### src/rtl/melody_sequencer_if.sv
`timescale 1ns/1ps
`default_nettype none
// ============================================================================
// melody_sequencer_if : note handshake between the melody sequencer and synth
// Revision: 1.0
// ============================================================================
interface melody_sequencer_if;
    logic [3:0] note;
    logic       note_valid;
    logic       note_ready;
    logic       gate;

    modport master (
        output note,
        output note_valid,
        output gate,
        input  note_ready
    );

    modport slave (
        input  note,
        input  note_valid,
        input  gate,
        output note_ready
    );
endinterface
`default_nettype wire

### src/rtl/melody_sequencer.sv
`timescale 1ns/1ps
`default_nettype none
// ============================================================================
// melody_sequencer : host-loaded melody RAM stepped at a tick-counted tempo
// Optional articulation gap: define MELODY_SEQ_ARTIC_GAP_EN
// Revision: 1.0
// ============================================================================
module melody_sequencer #(
    parameter  int unsigned TICKS_PER_EIGHTH = 50000,
    parameter  int unsigned GAP_TICKS        = 2500,
    parameter  int unsigned DEPTH            = 64,
    localparam int unsigned ADDR_W           = $clog2(DEPTH),
    localparam int unsigned DUR_W            = $clog2(TICKS_PER_EIGHTH * 8 + 1)
) (
    input  logic                  clk,
    input  logic                  rst,
    input  logic                  tick_in,
    input  logic                  start,
    input  logic                  stop,
    input  logic                  loop_en,
    input  logic                  wr_en,
    input  logic [ADDR_W-1:0]     wr_addr,
    input  logic [7:0]            wr_data,
    melody_sequencer_if.master    synth,
    output logic                  busy,
    output logic                  done,
    output logic [ADDR_W-1:0]     idx
);

    localparam logic [3:0] c_NOTE_END  = 4'hE;
    localparam logic [3:0] c_NOTE_REST = 4'hF;

    typedef enum logic [2:0] {
        S_IDLE   = 3'd0,
        S_FETCH  = 3'd1,
        S_DECODE = 3'd2,
        S_OFFER  = 3'd3,
        S_PLAY   = 3'd4
    } state_t;

    state_t              state_q, state_d;
    logic [ADDR_W-1:0]   idx_q, idx_d;
    logic [3:0]          note_q, note_d;
    logic [DUR_W-1:0]    dur_q, dur_d;
    logic [DUR_W-1:0]    cnt_q, cnt_d;
    logic                done_q, done_d;
    logic                end_of_melody;

    logic [7:0]          mem [DEPTH];
    logic [7:0]          rd_data_q;

    logic [3:0]          w_rd_note;
    logic [DUR_W-1:0]    w_rd_dur;
    logic [DUR_W-1:0]    w_cnt_inc;
    logic                w_last_entry;
    logic                w_gate_allow;
    logic                w_rsvd_unused;

    // Read port runs every cycle; DECODE consumes the word fetched in FETCH.
    always_ff @(posedge clk) begin
        if (wr_en) begin
            mem[wr_addr] <= wr_data;
        end
        rd_data_q <= mem[idx_q];
    end

    assign w_rd_note     = rd_data_q[7:4];
    assign w_rd_dur      = DUR_W'(TICKS_PER_EIGHTH) << rd_data_q[1:0];
    assign w_rsvd_unused = ^rd_data_q[3:2];
    assign w_cnt_inc     = cnt_q + DUR_W'(1);
    assign w_last_entry  = (idx_q == ADDR_W'(DEPTH - 1));

    always_ff @(posedge clk) begin
        if (rst) begin
            state_q <= S_IDLE;
            idx_q   <= '0;
            note_q  <= c_NOTE_REST;
            dur_q   <= '0;
            cnt_q   <= '0;
            done_q  <= 1'b0;
        end else begin
            state_q <= state_d;
            idx_q   <= idx_d;
            note_q  <= note_d;
            dur_q   <= dur_d;
            cnt_q   <= cnt_d;
            done_q  <= done_d;
        end
    end

    always_comb begin
        state_d       = state_q;
        idx_d         = idx_q;
        note_d        = note_q;
        dur_d         = dur_q;
        cnt_d         = cnt_q;
        done_d        = 1'b0;
        end_of_melody = 1'b0;

        case (state_q)
            S_IDLE: begin
                if (start) begin
                    state_d = S_FETCH;
                    idx_d   = '0;
                end
            end
            S_FETCH: begin
                state_d = S_DECODE;
            end
            S_DECODE: begin
                if (w_rd_note == c_NOTE_END) begin
                    end_of_melody = 1'b1;
                end else begin
                    note_d  = w_rd_note;
                    dur_d   = w_rd_dur;
                    state_d = S_OFFER;
                end
            end
            S_OFFER: begin
                if (synth.note_ready) begin
                    cnt_d   = '0;
                    state_d = S_PLAY;
                end
            end
            S_PLAY: begin
                if (tick_in) begin
                    cnt_d = w_cnt_inc;
                    if (w_cnt_inc == dur_q) begin
                        // Running off the last entry is treated like an END marker.
                        if (w_last_entry) begin
                            end_of_melody = 1'b1;
                        end else begin
                            idx_d   = idx_q + ADDR_W'(1);
                            state_d = S_FETCH;
                        end
                    end
                end
            end
            default: begin
                state_d = S_IDLE;
            end
        endcase

        if (end_of_melody) begin
            idx_d = '0;
            if (loop_en) begin
                state_d = S_FETCH;
            end else begin
                state_d = S_IDLE;
                note_d  = c_NOTE_REST;
                done_d  = 1'b1;
            end
        end

        if (stop) begin
            state_d = S_IDLE;
            idx_d   = '0;
            note_d  = c_NOTE_REST;
            done_d  = 1'b0;
        end
    end

`ifdef MELODY_SEQ_ARTIC_GAP_EN
    // Gate drops once the remaining ticks reach the gap length.
    assign w_gate_allow = (32'(dur_q) > (32'(cnt_q) + GAP_TICKS));
`else
    logic w_gap_unused;
    assign w_gap_unused = (GAP_TICKS != 0);
    assign w_gate_allow = 1'b1;
`endif

    assign synth.note       = note_q;
    assign synth.note_valid = (state_q == S_OFFER);
    assign synth.gate       = (state_q == S_PLAY) && (note_q != c_NOTE_REST) && w_gate_allow;
    assign busy             = (state_q != S_IDLE);
    assign done             = done_q;
    assign idx              = idx_q;

endmodule
`default_nettype wire

### src/flat_wrapper.sv
// flat-port wrapper written by rule: the top's interface ports become plain ports
module melody_sequencer_flat 
#(
    parameter  int unsigned TICKS_PER_EIGHTH = 50000,
    parameter  int unsigned GAP_TICKS        = 2500,
    parameter  int unsigned DEPTH            = 64,
    localparam int unsigned ADDR_W           = $clog2(DEPTH),
    localparam int unsigned DUR_W            = $clog2(TICKS_PER_EIGHTH * 8 + 1)
)
  (clk, rst, tick_in, start, stop, loop_en, wr_en, wr_addr, wr_data, busy, done, idx, synth_note, synth_note_valid, synth_gate, synth_note_ready);
  melody_sequencer_if synth_i ();
  input  logic clk;
  input  logic rst;
  input  logic tick_in;
  input  logic start;
  input  logic stop;
  input  logic loop_en;
  input  logic wr_en;
  input  logic [ADDR_W-1:0] wr_addr;
  input  logic [7:0] wr_data;
  output logic busy;
  output logic done;
  output logic [ADDR_W-1:0] idx;
  output wire logic [$bits(synth_i.note)-1:0] synth_note;
  output wire logic [$bits(synth_i.note_valid)-1:0] synth_note_valid;
  output wire logic [$bits(synth_i.gate)-1:0] synth_gate;
  input wire logic [$bits(synth_i.note_ready)-1:0] synth_note_ready;
  assign synth_note = synth_i.note;
  assign synth_note_valid = synth_i.note_valid;
  assign synth_gate = synth_i.gate;
  assign synth_i.note_ready = synth_note_ready;
  melody_sequencer #(.TICKS_PER_EIGHTH(TICKS_PER_EIGHTH), .GAP_TICKS(GAP_TICKS), .DEPTH(DEPTH)) u_core (.clk(clk), .rst(rst), .tick_in(tick_in), .start(start), .stop(stop), .loop_en(loop_en), .wr_en(wr_en), .wr_addr(wr_addr), .wr_data(wr_data), .synth(synth_i), .busy(busy), .done(done), .idx(idx));
endmodule
### config.mk
export PLATFORM = sky130hd
export DESIGN_NAME = melody_sequencer_flat
export DESIGN_NICKNAME = d
export VERILOG_FILES = /design/src/rtl/melody_sequencer_if.sv /design/src/rtl/melody_sequencer.sv /design/src/flat_wrapper.sv
export SDC_FILE = /design/constraint.sdc
export NUM_CORES = 1
export LEC_CHECK = 0
export BUFFER_PORTS_ARGS = -buffer_cell sky130_fd_sc_hd__buf_4
export CAP_MARGIN = 20
export CORE_MARGIN = 2
export CORE_UTILIZATION = 32
export CTS_BUF_LIST = sky130_fd_sc_hd__clkbuf_4
export DETAILED_ROUTE_END_ITERATION = 10
export PLACE_DENSITY_LB_ADDON = 0.12
export SYNTH_ARGS = -nofsm -noshare
export SYNTH_HDL_FRONTEND = slang
export SYNTH_SLANG_ARGS = --single-unit
### constraint.sdc
create_clock -name clk -period 2.6 [get_ports clk]
set_input_delay 0.39 -clock clk [delete_from_list [all_inputs] [get_ports clk]]
set_output_delay 0.39 -clock clk [all_outputs]
set_load 0.02 [all_outputs]
==> results.py <==
metrics = {
    "grt": {
        "grt_pass1_vias": 10521,
        "grt_max_degree": 65,
        "busiest_layer": "met2",
        "met3_usage_pct": 3.72,
        "antenna_found_initial": 1,
        "grt_pass1_wl_um": 66200,
        "grt_overflow_total": 0,
        "grt_util_met1_pct": 20.6,
        "grtUsageTotal_pct": 16.0,
        "use_met2_pct": 27.1,
    },
    "detailed_routing": {
        "wl_per_cell_um": 22.0,
        "totalWireLength_um": 45400,
        "via_count": 10057,
        "vias_per_cell": 4.89,
        "drcViolationCount": 0,
        "ant_nets": 0,
        "drt_pre_antenna_iters": 4,
        "first_iter_violations": 614,
    },
    "synthesis": {
        "synth_cells": 982,
        "yosys_warnings": 0,
        "synthArstFlopShare_pct": 0,
        "yosysSeqAreaShare_pct": 70.6,
        "synth_common_cells": "384 x edfxtp_1, 126 x mux4_2, 115 x nor2_1",
        "ys_types": 66,
        "yosysTopAreaCellShare_pct": 65.2,
        "yosysTopAreaCell": "edfxtp_1",
        "ys_ff_latch": 432,
        "avgSynthCellArea_um2": 18.0,
        "synthFlopType": "edfxtp_1",
        "syn-num-nets": 1011,
        "synth_edf_count": 384,
        "synth.area.top_cells": "edfxtp_1 65%, mux4_2 16%, dfxtp_1 5.4%",
        "synth_most_common_cell": "edfxtp_1",
        "synth.cell_area_um2": 17700,
    },
    "cts": {
        "tritoncts": "built",
        "clockBufferDepth": 3,
        "cts_made_buffers": 116,
        "h-tree-depth": 3,
        "path_clk_slew_ns": 0.07,
        "clk_root_buffer_cell": "clkbuf_4",
        "cts_sinks": 432,
        "clkLatencyLatePin_ns": 0.86,
    },
    "sta": {
        "fin_worst_skew_ns": 0.0685,
        "setup_viol": 10,
        "fmax_mhz": 372,
        "timing.slew.headroom_pct": 34.2,
        "fin_crit_sh_pct": 103,
        "hold_ws_ns": 0.100,
        "tightest_slew_ns": 0.974,
        "fin_crit_ns": 2.69,
        "finalHoldViolCount": 0,
        "slew_viol_final": 0,
        "rsz0062_at_grt": "true",
        "setup_ws_ns": -0.0908,
    },
    "setup_path": {
        "max_stage_delay_ns": 0.50,
        "worstSetupStartpoint": "u_core.cnt_q[0]",
        "crit_path_start_kind": "register",
        "arrival_ns": 3.44,
        "timing.rr.start": "u_core.cnt_q[0]",
        "path_class": "reg2reg",
        "path_cells": "buf_6, nand4_4, buf_4, nor3_4, xnor2_2, or4b_4, nor4_4, and4_4, nand3b_1, o21ba_1",
        "cpMaxStageDelayCell": "or4b_4",
        "cp_max_fo": 4,
        "required_ns": 3.35,
        "end_kind": "register",
    },
    "floorplan": {
        "core_um2": 54900,
        "die-height_um": 239,
        "num_rows": 86,
        "die_area_um2": 57200,
        "pin_count": 36,
        "die_x_um": 239,
        "start_util_pct": 32.2,
    },
    "placed_design": {
        "postPlaceCellArea_um2": 20000,
        "port_buffers": 33,
        "gp_congestion": 0.755,
        "dp_hpwl_um": 27800,
    },
    "layout": {
        "syn_to_final_growth_pct": 24.2,
        "multi_input_area_um2": 5190,
        "n_fill_cell": 5080,
        "design_area_um2": 22000,
        "seq_area_um2": 12500,
        "fin_nets": 1296,
        "drive_above_1_share_pct": 43.5,
    },
    "run_status": {
        "status": "finished, violations left",
        "violations": "negative setup slack",
    },
    "hold_path": {
        "hold_start": "wr_data[4]",
        "hp-class": "in2reg",
    },
    "power_and_ir_drop": {
        "powerDensity_nw_per_um2": 624,
        "leakagePower_nw": 7.42,
        "ir_worst_vdd_mv": 0.315,
    },
    "flow_run": {
        "cap_violations": 0,
    },
}
==> flip-flops by register name (all words and copies together) (netlist names) <==
name	flops
u_core.rd_data_q	6
u_core.done	1
u_core.cnt_q	19
u_core.dur_q	9
u_core.idx	6
u_core.synth.note	4
u_core.mem	384
u_core.state_q	3
==> layout by cell type, fill, tap and decap left out, types with 6 or more instances in the layout <==
cell	n
nand4_1	8
dfxtp_1	37
buf_6	12
mux4_2	126
clkinv_1	22
nand2_1	25
dlygate4sd3_1	6
dfxtp_2	8
and3_1	8
clkbuf_4	171
a21oi_1	22
nand3b_1	10
ha_1	6
o21ai_0	14
clkinv_2	6
inv_1	7
buf_12	9
buf_4	195
nand3_1	14
edfxtp_1	384
mux2i_1	8
nor2_1	115
nor3_1	13
==> worst max-delay path, delay by kind of cell, from the launching register on <==
family          cells  cell delay (ns)
simple gates        6             1.63
compound gates      1             0.18
xor+xnor            1             0.15
flops               1             0.36
buf+inv             2             0.28
==> timing repair <==
item | in CTS | in global routing
setup buffers | 17 | 8
pin swaps | 33 | 18
endpoints found under the hold margin | 41 | 0
gates resized for setup | 45 | 20
hold buffers | 6 | 0
cloned | 0 | 2
setup endpoints to repair | 15 | 15
==> area by class of cell <==
type                       count  area share (%)
antenna                        1          0.0114
clock buffer                 171            5.84
clock inverter                33           0.689
inverter                       8           0.137
multi-input combinational    483            23.6
sequential                   432            56.9
tap                          704            4.01
timing repair buffer         226            8.75
==> logic make-up after synthesis <==
family,after synthesis,synth area share [%]
buf+inv,67,1.56
simple gates,247,7.21
compound gates,81,2.95
fa+ha+maj,7,0.495
flops,432,70.6
xor+xnor,13,0.643
mux,135,16.5
==> per-layer routing <==
metal | routed length, µm | up-vias
met1 | 19800 | 5139
met2 | 23000 | 236
li1 | - | 4623
met5 | 0 | -
met3 | 1840 | 59
met4 | 716 | 0
==> power by group <==
| group | switching (W) | internal, W |
|---|---|---|
| logic | 0.000219 | 0.0000907 |
| clock network | 0.00279 | 0.00301 |
| registers | 0.0000158 | 0.00759 |
| total | 0.00302 | 0.0107 |
==> path summary, 6_finish.rpt <==
kind	to	slack, ns	depth (start not counted)
min reg2reg	u_core.synth.note[3]	0.49	2
max reg2reg	u_core.idx[3]	-0.09	10
max	u_core.idx[3]	-0.09	10
min	u_core.mem[57][4]	0.10	1
==> metrics by stage <==
| step | util [%] | cells | power, W | worst slack [ns] | setup TNS [ns] |
|---|---|---|---|---|---|
| 2_1_floorplan | - | 982 | 0.00785 | 0.0172 | 0 |
| 3_3_place_gp | 36.4 | 1822 | 0.00805 | -0.234 | -2.14 |
| 3_5_place_dp | 36.4 | 1822 | 0.00806 | -0.234 | -2.04 |
| 4_1_cts | 39.6 | 2047 | 0.0140 | -0.0670 | -0.339 |
| 5_1_grt | 40.0 | 2058 | 0.0143 | -0.176 | -1.83 |
| 6_report | 40.0 | 2058 | 0.0137 | -0.0908 | -0.484 |
No activity file was read; power rests on OpenSTA's default activity.
